### src/rtl/branch_resolver.sv
// branch_resolver: resolves conditional branches from the comparator flags,
// serves one-cycle-latency predictions from a PC-indexed table of 2-bit
// saturating counters, and keeps branch / mispredict statistics.
module branch_resolver #(
    parameter int         DWIDTH     = 32,
    parameter int         ENTRIES    = 64,
    parameter logic [1:0] INIT_STATE = 2'b01
) (
    input  logic              clk,
    input  logic              rst_n,

    input  logic              lookup_valid,
    input  logic [DWIDTH-1:0] lookup_pc,
    output logic              pred_valid,
    output logic              pred_taken,

    input  logic              resolve_valid,
    input  logic [DWIDTH-1:0] resolve_pc,
    input  logic [2:0]        resolve_funct3,
    input  logic              resolve_pred,

    output logic              br_un,
    input  logic              br_eq,
    input  logic              br_lt,

    output logic              actual_taken,
    output logic              mispredict,
    output logic [DWIDTH-1:0] num_branches,
    output logic [DWIDTH-1:0] num_mispredicts
);

    localparam int IDX_W = $clog2(ENTRIES);

    // Predictor table: one 2-bit saturating counter per entry
    logic [1:0] counters [ENTRIES];

    logic [IDX_W-1:0] lookup_idx;
    logic [IDX_W-1:0] resolve_idx;

    logic cond_taken;
    logic legal;
    logic do_update;
    logic is_mispredict;

    logic [1:0] cur_cnt;
    logic [1:0] next_cnt;

    // Word-aligned PCs: bits [1:0] and everything above the index are dropped,
    // so branches that differ only in those bits share a counter.
    assign lookup_idx  = lookup_pc[IDX_W+1:2];
    assign resolve_idx = resolve_pc[IDX_W+1:2];

    logic unused_pc_bits;
    assign unused_pc_bits = ^{lookup_pc[DWIDTH-1:IDX_W+2], lookup_pc[1:0],
                              resolve_pc[DWIDTH-1:IDX_W+2], resolve_pc[1:0]};

    // The comparator needs to know whether to compare unsigned (BLTU/BGEU)
    assign br_un = resolve_funct3[1];

    // Decode funct3 into the branch condition and flag the illegal encodings
    always_comb begin
        legal      = 1'b1;
        cond_taken = 1'b0;
        case (resolve_funct3)
            3'b000:         cond_taken = br_eq;
            3'b001:         cond_taken = !br_eq;
            3'b100, 3'b110: cond_taken = br_lt;
            3'b101, 3'b111: cond_taken = !br_lt;
            default:        legal      = 1'b0;
        endcase
    end

    assign do_update     = resolve_valid & legal;
    assign actual_taken  = do_update & cond_taken;
    assign is_mispredict = do_update & (actual_taken != resolve_pred);

    assign cur_cnt = counters[resolve_idx];

    // Saturating increment on taken, saturating decrement on not-taken
    always_comb begin
        next_cnt = cur_cnt;
        if (actual_taken) begin
            if (cur_cnt != 2'b11) begin
                next_cnt = cur_cnt + 2'd1;
            end
        end else begin
            if (cur_cnt != 2'b00) begin
                next_cnt = cur_cnt - 2'd1;
            end
        end
    end

    // Counter table write port; a same-edge lookup still sees the old value
    always_ff @(posedge clk or negedge rst_n) begin
        if (!rst_n) begin
            for (int i = 0; i < ENTRIES; i++) begin
                counters[i] <= INIT_STATE;
            end
        end else if (do_update) begin
            counters[resolve_idx] <= next_cnt;
        end
    end

    // Registered prediction; pred_taken holds when no lookup is requested
    always_ff @(posedge clk or negedge rst_n) begin
        if (!rst_n) begin
            pred_valid <= 1'b0;
            pred_taken <= 1'b0;
        end else begin
            pred_valid <= lookup_valid;
            if (lookup_valid) begin
                pred_taken <= counters[lookup_idx][1];
            end
        end
    end

    // Mispredict pulse and statistics, all updated on the edge after resolve
    always_ff @(posedge clk or negedge rst_n) begin
        if (!rst_n) begin
            mispredict      <= 1'b0;
            num_branches    <= '0;
            num_mispredicts <= '0;
        end else begin
            mispredict <= is_mispredict;
            if (do_update) begin
                num_branches <= num_branches + 1'b1;
            end
            if (is_mispredict) begin
                num_mispredicts <= num_mispredicts + 1'b1;
            end
        end
    end

endmodule

### config.mk
export PLATFORM = sky130hd
export DESIGN_NAME = branch_resolver
export DESIGN_NICKNAME = d
export VERILOG_FILES = /design/src/rtl/branch_resolver.sv
export SDC_FILE = /design/constraint.sdc
export NUM_CORES = 1
export LEC_CHECK = 0
export BUFFER_PORTS_ARGS = -buffer_cell sky130_fd_sc_hd__buf_2
export CAP_MARGIN = 20
export CELL_PAD_IN_SITES_DETAIL_PLACEMENT = 0
export CELL_PAD_IN_SITES_GLOBAL_PLACEMENT = 1
export CORE_ASPECT_RATIO = 1.1
export CORE_MARGIN = 2
export CORE_UTILIZATION = 47
export CTS_CLUSTER_DIAMETER = 40
export DETAILED_ROUTE_END_ITERATION = 10
export PLACE_DENSITY = 0.89
export SYNTH_ARGS = -nofsm -noshare
export SYNTH_HDL_FRONTEND = slang
export SYNTH_SLANG_ARGS = --single-unit
### constraint.sdc
create_clock -name clk -period 3 [get_ports clk]
set_clock_uncertainty 0.05 [all_clocks]
set_input_delay 0.75 -clock clk [delete_from_list [all_inputs] [get_ports clk]]
set_output_delay 0.75 -clock clk [all_outputs]
set_load 0.01 [all_outputs]
==> metrics <==
final instance area=0.0119 mm2; Final Non-Filler Cells=1202; Hold Violations, Final=0; Syn Nets=852; Core Rows=55; total CTS buffers=17; critical path capture point type=register; post-CTS setup buffer count=0; DIE WIDTH=143 um; DRT Pass-1 Iters=4; post-layout min period=2.96 ns; first-pass GRT wire length=37800 um; Syn Area/Cell=12.9 um2; status=completed; CTS tree=yes; die height=157 um; Seq cells post-synth=195; RePlAce Congestion=0.891; Slew HR=41.1%; adder-cell area share of the yosys netlist=0.501%; drt wl/cell=19.4 um; M1 GR Usage=29.4%; die area=0.0224 mm2; clk slew on worst S/H paths=0.07 ns; critical path, cell by cell=buf_6 -> mux4_2 -> a22o_1 -> or4_1 -> a211o_1 -> maj3_4 -> buf_12 -> mux2_2; final max-slew violation count=0; placed cell area=0.0113 mm2; RSZ-0062 raised after global routing=false; # nets final=980; setup TNS=0 ns; overall power=6.46 mW; Final period util=98.7%; DRT iter0 DRCs=379; CP startpoint=resolve_pc[2]; Largest stage delay, worst path=0.52 ns; reg2reg path depth=7; Filler Cells Inserted=1643; CTS root buf=clkbuf_16; DRC viols=0; post-synthesis sequential area ratio=49.7%; r2r setup slk=0.13 ns; CP Capture Point=counters[89]; kind of critical path=in -> reg; layout cells sized above 1=47.7%; mapped cell area=0.00999 mm2; antenna violations before repair=1; FMAX=338 MHz; CTS sink cnt=195; worst hold path class=in -> async; H-tree depth=4; Async S/R FF share, synth=100%; I/O pin cnt=143; final setup vio count=0; critical path's slowest cell=mux4_2; Compound-Gate Fraction of Synth Area=1.83%; layer with the highest usage=met2; Max Cap Violations=0; vias=6677; vias in the first global route=6901; CP startpoint kind=input pin; GRT Total Usage=21.9%; Post-Synthesis Cells=776; Post-synth EDFFs=0; met2 Use GR=36.4%; post-DR vias/cell=5.55; xor/xnor share of the synthesized area=5.61%; Synth Area in Simple Gates=11.6%; Post-synth top flop=dfrtp_1; Cells after DPL=1170; Leak Pwr=5.43 nW; multiplexer share of the synthesized area=27.4%; Core Footprint=0.0207 mm2; hold_buf cts=0; peak supply drop=0.369 mV; largest net degree at the start of global routing=72; most common cell after layout, fill and taps aside=dfrtp_1; DP HPWL=16500 um; DRT antenna net count=0; Layout Area Growth over Synthesis=19.5%; count of cell types in the netlist=48; arrival time worst endpoint=3.24 ns; cell area power density=541 mW/mm2; reg2reg start=counters[97]; largest family of logic cells by synthesized area=multiplexers; CP Max Fanout=32; Total Wirelength=23300 um; Worst Max-Slew Pin Slew=0.879 ns; commonest cells after routing, fill and taps aside=dfrtp_1, mux2_2, buf_2; port buffer count=90; Diodes inserted=0; grt total ovfl=0; yosys warns=0; r2r endpoint=counters[89]; Clock Path Buffers=2; Worst Path Required=3.28 ns; Initial Util=48.2%; Final Util=57.6%; Clk Latency, worst-skew pair=0.45 ns; met3 Track Usage GR=3.07%
[flip-flops by register name, summed over array words and instances, names as in the netlist]
register and cells:
counters 128, pred_taken 1, mispredict 1, num_mispredicts 32, pred_valid 1, num_branches 32
[how the worst min path moves through the flow]
| stage | from | endpoint | slack [ns] | cells after the start |
|---|---|---|---|---|
| 2_1_floorplan | rst_n | counters[101] | 0.40 | 0 |
| 3_3_place_gp | num_mispredicts[31] | num_mispredicts[31] | 0.40 | 1 |
| 3_5_place_dp | num_branches[31] | num_branches[31] | 0.40 | 1 |
| 4_1_cts | rst_n | num_branches[7] | 0.27 | 1 |
| 5_1_grt | rst_n | num_branches[7] | 0.29 | 1 |
| 6_report | rst_n | num_branches[7] | 0.24 | 1 |
[cell usage after synthesis (4+ instances only)]
cell type	instances	area share, %
a21oi_1	5	0.25
nand4_1	11	0.69
mux2_2	130	15
xnor2_1	30	2.6
nor4_1	7	0.44
inv_1	13	0.49
dfrtp_1	131	33
buf_6	15	1.7
dfstp_2	64	17
buf_1	7	0.26
mux2i_1	21	2.1
mux4_2	47	11
a22oi_1	8	0.60
nor3_1	26	1.3
or3_1	8	0.50
nand2_1	52	2.0
and3_1	10	0.63
nor2_1	60	2.3
nor3b_1	5	0.38
xor2_1	34	3.0
nand2b_1	4	0.25
nand3_1	22	1.1
buf_2	5	0.25
clkbuf_1	17	0.64
[through the flow]
step                      setup WS [ns]  hold slack (ns)
after global routing            0.00325            0.287
after CTS                        0.0488            0.268
after global placement           -0.505            0.404
after floorplan                  -0.162            0.404
final                            0.0382            0.245
after detailed placement         -0.552            0.402
[layout make-up]
class,count,area (um2),area share (%)
Sequential cell,195,4960,41.6
Tap cell,285,357,2.99
Timing Repair Buffer,155,1090,9.14
Inverter,13,48.8,0.409
Clock inverter,14,219,1.83
Multi-Input combinational cell,522,4830,40.5
Clock buffer,18,429,3.60
[kinds of logic after synthesis]
kind of cell | Yosys count
and+or+nand+nor | 230
muxes | 198
DFF | 195
xor gates and xnor gates | 64
buffers and inverters | 59
AOI/OAI and AO/OA | 26
adders and majority gates | 4
[report_power, final]
group          switching, mW  internal (mW)  leakage, nW
sequential             0.192           2.89         2.42
clock                   1.07           1.43        0.313
combinational          0.437          0.442         2.69
[layer usage]
layer	up-vias	part of all wire (%)	wire length [um]
met5	-	0	0
met4	0	2.3	525
met3	37	4.6	1080
met2	168	50	11800
met1	3407	43	9940
li1	3065	-	-
[critical path: cells and delay by family]
kind / cells / cell delay, ns
muxes: 2 / 0.80
AOI/OAI and AO/OA: 2 / 0.55
and+or+nand+nor: 1 / 0.43
adders and majority gates: 1 / 0.37
buffers and inverters: 2 / 0.30
[timing repair]
| action | CTS | global route |
|---|---|---|
| setup endpoints to repair | 128 | 0 |
| endpoints found under the hold margin | 0 | 0 |
| gates resized for setup | 4 | 0 |
Note: power is estimated with default switching activity, not from simulation.
